**src/rtl/sc_hdlc_upload_arbiter.sv**
```systemverilog
// Round-robin arbiter sharing one HDLC TX AXI-Stream path between N_CH upload sources.
// A granted channel owns the framer path until its tlast beat or an idle timeout.
module sc_hdlc_upload_arbiter #(
    parameter int unsigned N_CH        = 4,
    parameter int unsigned DW          = 8,
    parameter int unsigned TIMEOUT_CYC = 1024
) (
    input  logic                    clk,
    input  logic                    rstn,
    input  logic [N_CH-1:0]         upload_req,
    input  logic [N_CH*DW-1:0]      s_axis_tdata,
    input  logic [N_CH-1:0]         s_axis_tvalid,
    input  logic [N_CH-1:0]         s_axis_tlast,
    output logic [N_CH-1:0]         s_axis_tready,
    output logic [DW-1:0]           m_axis_tdata,
    output logic                    m_axis_tvalid,
    output logic                    m_axis_tlast,
    input  logic                    m_axis_tready,
    output logic [$clog2(N_CH)-1:0] grant_id,
    output logic                    busy,
    output logic [N_CH-1:0]         done,
    output logic                    abort
);

    localparam int unsigned GW = $clog2(N_CH);
    localparam int unsigned CW = (TIMEOUT_CYC < 2) ? 1 : $clog2(TIMEOUT_CYC);
    localparam logic [CW-1:0]   TO_LAST = CW'((TIMEOUT_CYC == 0) ? 0 : TIMEOUT_CYC - 1);
    localparam logic [GW-1:0]   LAST_CH = GW'(N_CH - 1);
    localparam logic [N_CH-1:0] ONE     = N_CH'(1);

    typedef enum logic [1:0] {
        S_IDLE,
        S_XFER,
        S_DONE
    } state_t;

    state_t          state, state_d;
    logic [N_CH-1:0] pending, pending_d;
    logic [GW-1:0]   rr_ptr, rr_d;
    logic [GW-1:0]   grant_q, grant_d;
    logic [CW-1:0]   idle_cnt, cnt_d;
    logic [N_CH-1:0] done_q, done_d;
    logic            abort_q, abort_d;

    logic [GW-1:0]   sel_ch;
    logic [GW-1:0]   cand;
    logic            sel_vld;
    logic [DW-1:0]   cur_data;
    logic            cur_valid;
    logic            cur_last;
    logic            hs;
    logic            in_xfer;
    logic [GW-1:0]   rr_next;

    // First pending channel scanning upward from rr_ptr with wrap
    always_comb begin
        sel_ch  = '0;
        sel_vld = 1'b0;
        cand    = '0;
        for (int unsigned i = 0; i < N_CH; i++) begin
            cand = GW'((32'(rr_ptr) + i) % N_CH);
            if (!sel_vld && pending[cand]) begin
                sel_vld = 1'b1;
                sel_ch  = cand;
            end
        end
    end

    // Granted channel's stream signals
    always_comb begin
        cur_data  = '0;
        cur_valid = 1'b0;
        cur_last  = 1'b0;
        for (int unsigned i = 0; i < N_CH; i++) begin
            if (grant_q == GW'(i)) begin
                cur_data  = s_axis_tdata[i*DW +: DW];
                cur_valid = s_axis_tvalid[i];
                cur_last  = s_axis_tlast[i];
            end
        end
    end

    assign in_xfer = rstn && (state == S_XFER);
    assign hs      = in_xfer && cur_valid && m_axis_tready;
    assign rr_next = (grant_q == LAST_CH) ? '0 : GW'(grant_q + 1'b1);

    // Next-state, request latching, pointer and timeout bookkeeping
    always_comb begin
        state_d   = state;
        pending_d = pending | upload_req;
        rr_d      = rr_ptr;
        grant_d   = grant_q;
        cnt_d     = idle_cnt;
        done_d    = '0;
        abort_d   = 1'b0;
        unique case (state)
            S_IDLE: begin
                if (sel_vld) begin
                    grant_d   = sel_ch;
                    pending_d = (pending & ~(ONE << sel_ch)) | upload_req;
                    cnt_d     = '0;
                    state_d   = S_XFER;
                end
            end
            S_XFER: begin
                if (hs) begin
                    cnt_d = '0;
                    if (cur_last) begin
                        done_d[grant_q] = 1'b1;
                        state_d         = S_DONE;
                    end
                end else if ((TIMEOUT_CYC != 0) && (idle_cnt == TO_LAST)) begin
                    abort_d = 1'b1;
                    rr_d    = rr_next;
                    state_d = S_IDLE;
                end else if (idle_cnt != '1) begin
                    cnt_d = idle_cnt + 1'b1;
                end
            end
            S_DONE: begin
                rr_d    = rr_next;
                state_d = S_IDLE;
            end
            default: state_d = S_IDLE;
        endcase
    end

    // State and bookkeeping registers
    always_ff @(posedge clk) begin
        if (!rstn) begin
            state    <= S_IDLE;
            pending  <= '0;
            rr_ptr   <= '0;
            grant_q  <= '0;
            idle_cnt <= '0;
            done_q   <= '0;
            abort_q  <= 1'b0;
        end else begin
            state    <= state_d;
            pending  <= pending_d;
            rr_ptr   <= rr_d;
            grant_q  <= grant_d;
            idle_cnt <= cnt_d;
            done_q   <= done_d;
            abort_q  <= abort_d;
        end
    end

    assign m_axis_tdata  = in_xfer ? cur_data : '0;
    assign m_axis_tvalid = in_xfer && cur_valid;
    assign m_axis_tlast  = in_xfer && cur_last;
    assign s_axis_tready = (in_xfer && m_axis_tready) ? (ONE << grant_q) : '0;
    assign grant_id      = grant_q;
    assign busy          = in_xfer;
    assign done          = rstn ? done_q : '0;
    assign abort         = rstn && abort_q;

endmodule

```
**config.mk**
```make
export PLATFORM = sky130hd
export DESIGN_NAME = sc_hdlc_upload_arbiter
export DESIGN_NICKNAME = d
export VERILOG_FILES = /design/src/rtl/sc_hdlc_upload_arbiter.sv
export SDC_FILE = /design/constraint.sdc
export NUM_CORES = 1
export LEC_CHECK = 0
export ABC_AREA = 1
export CAP_MARGIN = 5
export CORE_MARGIN = 5
export CORE_UTILIZATION = 46
export DETAILED_ROUTE_END_ITERATION = 7
export PLACE_DENSITY = 0.78
export SYNTH_ARGS = -nofsm -noshare
export SYNTH_HDL_FRONTEND = slang
export SYNTH_SLANG_ARGS = --single-unit
```
**constraint.sdc**
```tcl
create_clock -name clk -period 1.96 [get_ports clk]
set_input_delay 0.294 -clock clk [delete_from_list [all_inputs] [get_ports clk]]
set_output_delay 0.294 -clock clk [all_outputs]
set_load 0.1 [all_outputs]
```
# ---- Word-level counts from Yosys, hierarchy flattened
# Cells that the tools add are included.
dict set report op_classes {
  mux 50
  n_eq_ne 14
  shift 2
  n_bitwise 6
  reduce_logical 23
  n_addsub 5
  order_cmp 6
}
# cell count
set op_table {}
lappend op_table {{$mux W10} 4}
lappend op_table {{$mux W8} 5}
lappend op_table {{$mux W2} 11}
lappend op_table {{$pmux W10 S2} 1}
lappend op_table {{$mux W1} 18}
lappend op_table {{$mux W4} 4}
lappend op_table {{$lt A2 B3 Y1 const B} 5}
lappend op_table {{$add A10 B1 Y10 const B} 1}
lappend op_table {{$eq A10 B10 Y1 const B} 1}
lappend op_table {{$logic_and A1 B1 Y1} 10}
lappend op_table {{$ne A10 B10 Y1 const B} 1}
lappend op_table {{$bmux W1 S2} 4}
lappend op_table {{$or A4 B4 Y4} 2}
lappend op_table {{$pmux W2 S2} 2}
lappend op_table {{$reduce_and A4 Y1} 2}
lappend op_table {{$shl A1 B2 Y4 const A} 2}
lappend op_table {{$eq A2 B2 Y1 const B} 3}
lappend op_table {{$ne A3 B2 Y1 const B} 2}
lappend op_table {{$ne A3 B3 Y1 const B} 2}
lappend op_table {{$reduce_and A3 Y1} 2}
lappend op_table {{$add A2 B1 Y2 const B} 2}
lappend op_table {{$add A2 B2 Y2 const B} 2}
lappend op_table {{$and A4 B4 Y4} 1}
lappend op_table {{$eq A2 B1 Y1 const B} 2}
lappend op_table {{11 further kinds} 17}
dict set report totals {
  output_inout_bits 22
  ff_bits 25
}

# ---- Longest topological paths before layout
dict set report logic_depth {
  word_depth 18
  mapped_depth 15
}

# ---- Least setup slack after synthesis
# Ideal clock, no wire load.
dict set report synth_timing {
  path_kind {reg-to-output}
  start {register grant_q[1] (netlist: grant_id[1])}
  end {output port m_axis_tdata[6]}
  path_buffers 2
  required_time_ns 1.666
  arrival_time_ns 3.595
  path_slack_ns -1.929
  stages_incl_launch_ff 10
  cell_sequence {dfxtp_1 > inv_1 > ha_1 > buf_4 > inv_2 > clkbuf_1 > nor2_1 > o21ai_0 > o21ai_0 > a21oi_1}
}
dict set report synth_via {
  elab_chain_len 6
  word_cells_on_any_way 9
  cone_classes {eq/ne: 3; mux: 5; reduce/logical: 1}
}
# item line
set synth_lines {}
lappend synth_lines {{from (decl)} 40} ;# logic [GW-1:0] grant_q, grant_d;
lappend synth_lines {{from (signal assigned)} 142} ;# grant_q <= grant_d;
lappend synth_lines {{$logic_not A2 Y1} 75} ;# if (grant_q == GW'(i)) begin
lappend synth_lines {{$mux W8 (3 in series)} 75}
lappend synth_lines {{$mux W8 *} 75}
lappend synth_lines {{$mux W8 *} 149} ;# assign m_axis_tdata = in_xfer ? cur_data : '0;
lappend synth_lines {{to (decl)} 15} ;# output logic [DW-1:0] m_axis_tdata,
# Mark *: on every way between the ends. The rest lies on a longest branch, timed or not.

# ---- Final worst setup path
dict set report layout_timing {
  start {register grant_q[0] (netlist: grant_id[0])}
  end {output port m_axis_tdata[3]}
}
# The elaborated chain is that of the path after synthesis.

==> impl_summary.md <==
CTS
The quantity of hold-fixing buffers added after cts is 0. The clock passes through at most 2 buffers. The master cell of the clock root buffer is sky130_fd_sc_hd__clkbuf_8. In this run the number of H-tree levels came out at 1. The total CTS buffers is 3. The clock input transition at the sequential cells of the worst setup and hold paths is 80 ps. CTS saw 25 sinks. The later-pin clock latency in the skew report is 260 ps. TritonCTS built the clock tree.

Route
The pre-antenna-repair detailed-routing pass consisted of 4 iterations. In this run the remaining antenna-violating nets after routing total 0. The routed design has 7090 um of wire. The violation count after the first detailed-route iteration is 104. The final route contains 2382 vias. The post-detailed-route via-to-cell ratio is 5.29.

The number of design rule violations left after detail routing is 0. The mean routed wirelength per cell is 15.8 um.

Logic synthesis
The flop and latch count out of synthesis is 25. In this run the mean area of a mapped cell was 6.30 um^2. The sequential fraction of the synthesis area is 25.4%. The cell count after synthesis came out at 313.

Counting every net in the synthesized netlist gives 365. The number of distinct library cell variants in the gate-level netlist after synthesis is 33. The cell area after synthesis is 1970 um^2. The number of warning messages in the yosys log is 0.

Timing
The top achievable clock speed is 498 MHz. The clock skew after layout is 2.34 ps. The number of failing hold endpoints at the final stage is 0. The relative slew slack is 69.5%. The routed design could run at a clock period as short as 2010 ps. The number of pins with negative max-slew slack in the final report came to 0. Setup violations remaining at the end of the flow were counted as 9.

The final critical path takes up 102% of the cycle. Setup repair after global routing could not meet its margin everywhere. Setup slack on the critical path of the routed design comes to -48.0 ps.

The worst-margin pin slew is 457 ps.

Layout
Of the cells placed in the final design, the portion with a size suffix greater than 1 is 37.0%. The area overhead of the layout relative to synthesis is 74.8%. The top cell types in the final layout, fill and taps aside, are 60 x sky130_fd_sc_hd__nand2_1, 46 x sky130_fd_sc_hd__clkdlybuf4s50_1, 28 x sky130_fd_sc_hd__inv_1, 27 x sky130_fd_sc_hd__nor2_1, 23 x sky130_fd_sc_hd__dfxtp_1. The final standard cell area without fillers is 3450 um^2. The diode insertion count for antenna repair is 0. Cells fill 84.4% of the core in the end. The net count of the finished layout is 453.

The most common library cell in the layout ignoring fill and taps is sky130_fd_sc_hd__nand2_1.

Status
The run finished, with violations left. The checks that failed: negative setup slack.

Floorplan
The placement row count is 23. The die area is 5700 um^2. The initial core utilization is 48.3%.

In this run the horizontal extent of the chip is 75.5 um. The height of the chip is 75.5 um. The core region is 4090 um^2. In this run the count of I/O pins placed on the die edge is 69.

Power
Power spread over the standard cell area amounts to 734 nW/um^2. The share of total power dissipated in combinational logic is 64.8%. The share of total power dissipated in the clock network is 11.9%. IR analysis of the VDD net gives a maximum drop of 0.000461 V.

The switching power is 1.19 mW. The share of power burned in registers is 23.4%. The switching power as a share of total power is 47.2%.

The internal portion of total power is 1.34 mW. Power comes to 2.53 mW. The analysis attributes to cell leakage a power of 1.41 nW.

Global routing
For this run the aggregate overflow at the end of global routing stands at 0. The number of antenna violations at the first check in global routing is 0. The aggregate global-route resource usage is 25.2%.

The number of global-route vias before repair is 2410. The wire length of the first global-routing pass is 11100 um. Entering global routing, the biggest net connects 18 pins.

Critical path
The worst-case register-to-register setup slack is 50 ps. The number of cells on the worst reg-to-reg path is 13. Data on the critical path is required at its endpoint by 1670 ps.

The critical path ends at m_axis_tdata[3]. STA classifies the critical path startpoint as a flop. The critical path in this run is classified as reg2out.

The endpoint identified for the worst register-to-register timing path is idle_cnt[7]. The worst setup path is captured at an output port. The startpoint of the worst-slack reg-to-reg timing path is grant_id[0]. At the worst endpoint, the arrival time is 1710 ps. The critical path launch point is grant_id[0]. The maximum net fanout on the critical path is 5.

Placed design
Routability-driven placement finished with a final weighted congestion of 0.878. In this run the tool buffered the top-level ports with 68 buffer cells. Detailed placement finished with a half-perimeter wire length of 5040 um. In this run the cell area measured after placement is 3130 um^2.

Run
Across the run, the number of max-cap violations was 0.

Hold path
The kind of path behind the tightest hold check is reg2reg.
==> cell families after synthesis <==
family | synth area share, %
DFF | 25.4
buffers and inverters | 10.3
and+or+nand+nor | 40.0
AOI/OAI and AO/OA | 19.3
xor gates and xnor gates | 1.78
adders and majority gates | 3.17
==> cells in the mapped netlist <==
| library cell | number | area (um^2) |
|---|---|---|
| sky130_fd_sc_hd__o211ai_2 | 1 | 12.5 |
| sky130_fd_sc_hd__xor2_1 | 3 | 26.3 |
| sky130_fd_sc_hd__a21oi_2 | 8 | 70.1 |
| sky130_fd_sc_hd__nor3_2 | 1 | 10.0 |
| sky130_fd_sc_hd__a31oi_1 | 1 | 6.26 |
| sky130_fd_sc_hd__or2_2 | 1 | 6.26 |
| sky130_fd_sc_hd__nand3_4 | 1 | 17.5 |
| sky130_fd_sc_hd__nor2_4 | 2 | 22.5 |
| sky130_fd_sc_hd__nand2_8 | 1 | 20.0 |
| sky130_fd_sc_hd__dfxtp_1 | 25 | 500 |
| sky130_fd_sc_hd__nor3_1 | 6 | 30.0 |
| sky130_fd_sc_hd__nand3_2 | 3 | 30.0 |
| sky130_fd_sc_hd__or2_1 | 1 | 6.26 |
| sky130_fd_sc_hd__nand2_4 | 2 | 22.5 |
| sky130_fd_sc_hd__xnor2_1 | 1 | 8.76 |
| sky130_fd_sc_hd__nand4_1 | 5 | 31.3 |
| sky130_fd_sc_hd__nand3b_1 | 1 | 7.51 |
| sky130_fd_sc_hd__and2_1 | 1 | 6.26 |
| sky130_fd_sc_hd__a21boi_0 | 1 | 7.51 |
| sky130_fd_sc_hd__ha_1 | 5 | 62.6 |
| sky130_fd_sc_hd__o21ai_0 | 31 | 155 |
| sky130_fd_sc_hd__nand2_1 | 65 | 244 |
| sky130_fd_sc_hd__inv_1 | 32 | 120 |
| sky130_fd_sc_hd__nand3_1 | 15 | 75.1 |
| sky130_fd_sc_hd__clkbuf_1 | 8 | 30.0 |
| sky130_fd_sc_hd__inv_2 | 6 | 22.5 |
| sky130_fd_sc_hd__a21oi_1 | 26 | 130 |
| sky130_fd_sc_hd__buf_6 | 1 | 11.3 |
| sky130_fd_sc_hd__buf_4 | 1 | 7.51 |
| sky130_fd_sc_hd__nand2_2 | 17 | 106 |
| sky130_fd_sc_hd__nor2_2 | 3 | 18.8 |
| sky130_fd_sc_hd__inv_4 | 2 | 12.5 |
| sky130_fd_sc_hd__nor2_1 | 36 | 135 |
==> cell type report <==
| class | count | area (um^2) |
|---|---|---|
| tap | 50 | 62.6 |
| timing repair buffer | 92 | 1100 |
| fill | 240 | 638 |
| multi-input combinational | 238 | 1560 |
| clock buffer | 4 | 45.0 |
| timing repair inverter | 1 | 7.51 |
| inverter | 40 | 174 |
| sequential | 25 | 508 |
==> worst max-delay path, cell delays in order (launching register included) <==
cell and delay (ps):
sky130_fd_sc_hd__dfxtp_4 390, sky130_fd_sc_hd__inv_6 80, sky130_fd_sc_hd__ha_4 180, sky130_fd_sc_hd__buf_6 130
sky130_fd_sc_hd__a21oi_2 60, sky130_fd_sc_hd__o21ai_1 160, sky130_fd_sc_hd__o21ai_2 110, sky130_fd_sc_hd__a21oi_4 150
sky130_fd_sc_hd__buf_12 190
==> power by group through the flow <==
stage                     registers (mW)  logic, mW  clock network, mW
after floorplan                    0.646      0.903                  0
after global placement             0.595       1.34                  0
after detailed placement           0.595       1.35                  0
after CTS                          0.588       1.49              0.305
after global routing               0.595       1.75              0.324
final                              0.591       1.64              0.301
==> worst min-delay path by stage <==
stage | cells after the start | from | end
floorplan | 2 | upload_req[2] | pending[2]
global placement | 2 | pending[1] | pending[1]
detailed placement | 2 | idle_cnt[4] | idle_cnt[4]
CTS | 2 | idle_cnt[7] | idle_cnt[7]
global route | 2 | idle_cnt[4] | idle_cnt[4]
finish | 2 | idle_cnt[7] | idle_cnt[7]
==> routing by layer <==
metal  track usage, %  vias to the layer above  share of wire, %
li1                 -                     1179                 -
met1             29.9                     1132                41
met2             48.1                       59                54
met3             3.03                       12               3.2
met4             5.05                        0               1.7
met5                0                        -                 0
==> sequential cells by signal, summed over array words and instances (netlist names) <==
register,count
rr_ptr,2
pending,4
state,2
idle_cnt,10
abort_q,1
done_q,4
grant_id,2
==> through the flow <==
| stage | cells | setup WS (ps) | setup TNS, ps | hold slack, ps |
|---|---|---|---|---|
| floorplan | 313 | -266 | -2510 | 420 |
| global placement | 431 | -88.7 | -252 | 450 |
| detailed placement | 431 | -152 | -784 | 470 |
| CTS | 441 | -32.2 | -52.5 | 481 |
| global route | 450 | -122 | -1150 | 499 |
| finish | 450 | -48.0 | -261 | 479 |
==> what timing repair did <==
item | CTS | global route
setup endpoints to repair | 16 | 26
buffers inserted | 6 | 8
pin swaps | 18 | 9
gates cloned | 0 | 1
gates resized for setup | 37 | 17
No activity file was read; power rests on OpenSTA's default activity.
